File: config.mk
export PLATFORM = sky130hd
export DESIGN_NAME = nibble_serial_adder
export DESIGN_NICKNAME = d
export VERILOG_FILES = /design/src/rtl/nibble_serial_adder_pkg.sv /design/src/rtl/nibble_serial_adder_adder4.sv /design/src/rtl/nibble_serial_adder.sv
export SDC_FILE = /design/constraint.sdc
export NUM_CORES = 1
export LEC_CHECK = 0
export CAP_MARGIN = 20
export CORE_ASPECT_RATIO = 0.75
export CORE_MARGIN = 2
export CORE_UTILIZATION = 30
export CTS_CLUSTER_SIZE = 16
export DETAILED_ROUTE_END_ITERATION = 12
export PLACE_DENSITY = 0.5
export SLEW_MARGIN = 25
export SYNTH_ARGS = -nofsm -noshare
export SYNTH_HDL_FRONTEND = slang
export SYNTH_SLANG_ARGS = --single-unit
File: constraint.sdc
create_clock -name clk -period 5 [get_ports clk]
set_input_delay 0.5 -clock clk [delete_from_list [all_inputs] [get_ports clk]]
set_output_delay 0.5 -clock clk [all_outputs]
set_load 0.05 [all_outputs]
File: src/rtl/nibble_serial_adder_pkg.sv
// Shared definitions for the nibble-serial adder: sequencer states and
// operation mode encodings.
package nibble_serial_adder_pkg;

    typedef enum logic [1:0] {
        ST_IDLE = 2'd0,
        ST_ADD  = 2'd1,
        ST_DONE = 2'd2
    } state_t;

    localparam logic MODE_ADD = 1'b0;
    localparam logic MODE_SUB = 1'b1;

endpackage

File: src/rtl/nibble_serial_adder_adder4.sv
// Combinational 4-bit ripple-carry slice built from gate-level full adders.
// c3 is the carry into bit 3, used by the caller for signed overflow.
module adder4
    import nibble_serial_adder_pkg::*;
(
    input  logic [3:0] a,
    input  logic [3:0] b,
    input  logic       ci,
    output logic [3:0] s,
    output logic       co,
    output logic       c3
);

    logic [4:0] c;

    assign c[0] = ci;

    generate
        for (genvar gi = 0; gi < 4; gi++) begin : g_fa
            logic p;
            assign p         = a[gi] ^ b[gi];
            assign s[gi]     = p ^ c[gi];
            assign c[gi + 1] = (a[gi] & b[gi]) | (p & c[gi]);
        end
    endgenerate

    assign co = c[4];
    assign c3 = c[3];

endmodule

File: src/rtl/nibble_serial_adder.sv
// Wide add/subtract sequencer: one shared 4-bit slice processes one nibble
// per clock, LSB nibble first, with a start/busy/done handshake.
module nibble_serial_adder
    import nibble_serial_adder_pkg::*;
#(
    parameter int NIBBLES = 4
) (
    input  logic                 clk,
    input  logic                 rst_n,
    input  logic                 start,
    input  logic                 sub,
    input  logic                 cin,
    input  logic [4*NIBBLES-1:0] a,
    input  logic [4*NIBBLES-1:0] b,
    output logic                 busy,
    output logic                 done,
    output logic [4*NIBBLES-1:0] sum,
    output logic                 cout,
    output logic                 ovf,
    output logic                 zero
);

    localparam int W     = 4 * NIBBLES;
    localparam int IDX_W = $clog2(NIBBLES);
    localparam logic [IDX_W-1:0] LAST_IDX = IDX_W'(NIBBLES - 1);

    state_t           state_reg, state_next;
    logic             busy_reg, busy_next;
    logic             done_reg, done_next;
    logic             load, step, last;

    logic [W-1:0]     a_reg, b_reg, sum_reg, sum_wr;
    logic [IDX_W-1:0] idx_reg;
    logic             carry_reg, cout_reg, ovf_reg;

    logic [3:0]       a_nib [NIBBLES];
    logic [3:0]       b_nib [NIBBLES];
    logic [3:0]       slice_s;
    logic             slice_co, slice_c3;

    // Nibble views of the operands, and the sum with the current nibble replaced.
    generate
        for (genvar gi = 0; gi < NIBBLES; gi++) begin : g_nib
            localparam logic [IDX_W-1:0] NIB_IDX = IDX_W'(gi);
            assign a_nib[gi]            = a_reg[gi*4 +: 4];
            assign b_nib[gi]            = b_reg[gi*4 +: 4];
            assign sum_wr[gi*4 +: 4]    = (idx_reg == NIB_IDX) ? slice_s : sum_reg[gi*4 +: 4];
        end
    endgenerate

    adder4 u_slice (
        .a  (a_nib[idx_reg]),
        .b  (b_nib[idx_reg]),
        .ci (carry_reg),
        .s  (slice_s),
        .co (slice_co),
        .c3 (slice_c3)
    );

    always_ff @(posedge clk or negedge rst_n) begin
        if (!rst_n) begin
            state_reg <= ST_IDLE;
            busy_reg  <= 1'b0;
            done_reg  <= 1'b0;
        end else begin
            state_reg <= state_next;
            busy_reg  <= busy_next;
            done_reg  <= done_next;
        end
    end

    always_comb begin
        state_next = state_reg;
        busy_next  = 1'b0;
        done_next  = 1'b0;
        load       = 1'b0;
        step       = 1'b0;
        last       = 1'b0;
        unique case (state_reg)
            ST_IDLE: begin
                if (start) begin
                    load       = 1'b1;
                    busy_next  = 1'b1;
                    state_next = ST_ADD;
                end
            end
            ST_ADD: begin
                step      = 1'b1;
                busy_next = 1'b1;
                if (idx_reg == LAST_IDX) begin
                    last       = 1'b1;
                    busy_next  = 1'b0;
                    done_next  = 1'b1;
                    state_next = ST_DONE;
                end
            end
            ST_DONE: state_next = ST_IDLE;
            default: state_next = ST_IDLE;
        endcase
    end

    // Subtraction is A + ~B + 1: B is inverted at load and carry-in forced high.
    always_ff @(posedge clk or negedge rst_n) begin
        if (!rst_n) begin
            a_reg     <= '0;
            b_reg     <= '0;
            sum_reg   <= '0;
            idx_reg   <= '0;
            carry_reg <= 1'b0;
            cout_reg  <= 1'b0;
            ovf_reg   <= 1'b0;
        end else if (load) begin
            a_reg     <= a;
            b_reg     <= b ^ {W{sub}};
            carry_reg <= (sub == MODE_SUB) ? 1'b1 : cin;
            idx_reg   <= '0;
            sum_reg   <= '0;
        end else if (step) begin
            sum_reg   <= sum_wr;
            carry_reg <= slice_co;
            if (last) begin
                cout_reg <= slice_co;
                ovf_reg  <= slice_c3 ^ slice_co;
            end else begin
                idx_reg  <= idx_reg + 1'b1;
            end
        end
    end

    assign busy = busy_reg;
    assign done = done_reg;
    assign sum  = sum_reg;
    assign cout = cout_reg;
    assign ovf  = ovf_reg;
    assign zero = (sum_reg == '0);

endmodule

==> results.ini <==
[status]
outcome=finished clean

[timing]
tightestPinTransition_ns=0.897
hold_violations=0
slew_headroom=0.400
rsz0062_at_grt=no
setup_violations=0
fin_crit_sh=0.630
tns_ns=0
slew_viol_final=0
min_period_ns=3.15
max_clock_freq_mhz=317
skew_ns=0.00629

[synth]
yosysTopAreaCell=dfrtp_1
ys_seq_area_frac=0.522
synth-seq-cells=57
netlist.area_leader.share=0.522
synth_nets=274
ys_warn_count=0
syn_area_um2=2730
async_flop_share=1.00
ys_top_cells_by_count=57 x dfrtp_1, 27 x a21oi_1, 23 x nor2_1
syn_area_per_cell_um2=11.9
synth_ff_type=dfrtp_1
synth_most_common_cell=dfrtp_1
synth_edf_count=0
synth_cell_types=25
yosys-top-cells-area=dfrtp_1 52%, mux2_2 6.6%, mux4_2 6.6%
syn_inst=229

[clocking]
clock_latency_ns=0.32
htree_levels=3
clkSinkCount=57
clkSlewWorstSetupHoldPaths_ns=0.05
cts_hold_buf=0
post-cts-setup-buffers=0
root_buffer=clkbuf_16
ctsLongestPathBuffers=2
cts_tree=yes
numCtsBuffers=9
cts_resized=0

[layout]
instances_no_fill=404
nFillCells=914
final_area_um2=3690
synthToLayoutAreaGrowth_pct=35.0
drive_gt1_frac=0.178
multiInputGateArea_um2=1180
diodes=0
nNetsFinal=333
seq_area_um2=1430

[detailed_routing]
wl_mm=5.61
wl_met1_mm=2.83
wire_per_inst_um=13.9
vias=1821
vias_per_cell=4.51
top_layer=met4
drc=0
antenna_left=0
first_iter_violations=68
wl_met3_um=367
drtPass1Iterations=4
wl_met2_mm=2.34

[power]
switching_share=0.385
power_frac_seq=0.302
finalPower_w=0.00280
leakagePower_nw=1.56
power_frac_comb=0.474
switchingPower_w=0.00108
clkPwrFrac=0.224
ir_drop_v=0.000228
powerDensity_nw_per_um2=758
p_int_w=0.00172

[critical_path]
crit_fanout=12
crit_arrival_ns=3.34
regToRegSetupSlack_ns=1.85
slowest_delay_ns=0.76
critical_path_class=reg2reg
cp.required_ns=5.19
path_common_cell=fa_1
rr_worst_depth=9
path_cells=mux4_2 -> fa_1 -> inv_1 -> fa_1 -> fa_1 -> inv_1 -> fa_1 -> mux2i_1 -> nor2_1
worst_setup_path_start_kind=flop
r2r_end=sum[3]$_DFFE_PN0P_
cp_slowest_cell=dfrtp_1
endpoint_kind=flop
critical_path.startpoint=idx_reg[0]$_DFFE_PN0P_
worstReg2RegStart=idx_reg[0]$_DFFE_PN0P_

[place]
io_buffers=57
place.gp.congestion=0.718
dp.cells=389
placed_cell_area_um2=3370
dpl.hpwl_mm=4.05

[global_routing]
grt_max_degree=58
grt.total_usage=0.127
grt_pass1_wl_mm=9.43
antenna_found_initial=0
overflow=0
grt_pass1_vias=1815

[floorplan]
start_util=0.306
floorplan.die_area_um2=9890
fp.dieH_um=86.6
rows=30
io_pins=58
core_region_area_um2=8930
die_width_um=114

[worst_hold_path]
hp-class=in2async

[job]
maxCapViolCount=0

==> worst max-delay path by stage <==
stage	end	slack [ns]
after CTS	sum[3]$_DFFE_PN0P_	1.80
after floorplan	sum[11]$_DFFE_PN0P_	2.19
final	sum[3]$_DFFE_PN0P_	1.85
after detailed placement	sum[3]$_DFFE_PN0P_	1.81
after global routing	sum[3]$_DFFE_PN0P_	1.59
after global placement	sum[7]$_DFFE_PN0P_	1.89
==> power by group through the flow <==
stage          combinational, W  sequential (W)  clock, W
2_1_floorplan          0.000834        0.000973         0
3_3_place_gp            0.00132        0.000856         0
3_5_place_dp            0.00135        0.000857         0
4_1_cts                 0.00135        0.000852  0.000647
5_1_grt                 0.00147        0.000882  0.000668
6_report                0.00133        0.000843  0.000626
==> layout make-up <==
class	count	share of cell area
Clock inverter	2	0.00950
Tap cell	112	0.0380
Sequential cell	57	0.387
Multi-Input combinational cell	149	0.319
Clock buffer	13	0.0760
Inverter	11	0.0112
Timing Repair Buffer	60	0.159
==> cell families after synthesis <==
| kind of cell | count (synthesis) | synth area share |
|---|---|---|
| and+or+nand+nor | 61 | 0.112 |
| xor gates and xnor gates | 18 | 0.0577 |
| AOI/OAI and AO/OA | 32 | 0.0600 |
| buffers and inverters | 23 | 0.0467 |
| DFF | 57 | 0.522 |
| muxes | 30 | 0.154 |
| adders and majority gates | 8 | 0.0476 |
==> routing by layer <==
metal,vias to the layer above,track usage
li1,891,-
met3,8,0.0434
met1,868,0.181
met5,-,0
met2,54,0.178
met4,0,0.0466
==> per-stage QoR <==
step / setup WS [ns] / utilization / hold slack, ns
6_report: 1.85 / 0.413 / 0.317
5_1_grt: 1.59 / 0.413 / 0.401
4_1_cts: 1.80 / 0.413 / 0.353
3_5_place_dp: 1.81 / 0.378 / 0.491
3_3_place_gp: 1.89 / 0.378 / 0.486
2_1_floorplan: 2.19 / - / 0.204
==> critical path, delay by kind of cell (launching register included) <==
| kind | cells | cell delay, ns |
|---|---|---|
| mux | 2 | 0.78 |
| fa+ha+maj | 4 | 1.29 |
| buf+inv | 2 | 0.14 |
| flops | 1 | 0.76 |
| simple gates | 1 | 0.05 |
==> cell usage in the layout (no fill, tap or decap), drive strengths merged, types with 4 or more instances in the layout <==
cell and count:
clkdlybuf4s50 56, nand2 16, nor2 23, xnor2 17, o21ai 4, nor4 4
or2 8, fa 4, ha 4, mux2i 6, a21oi 27, mux2 16
dfrtp 57, inv 11, buf 4, clkbuf 13, mux4 8, nand3b 4
Power figures use the tool's default switching activity.
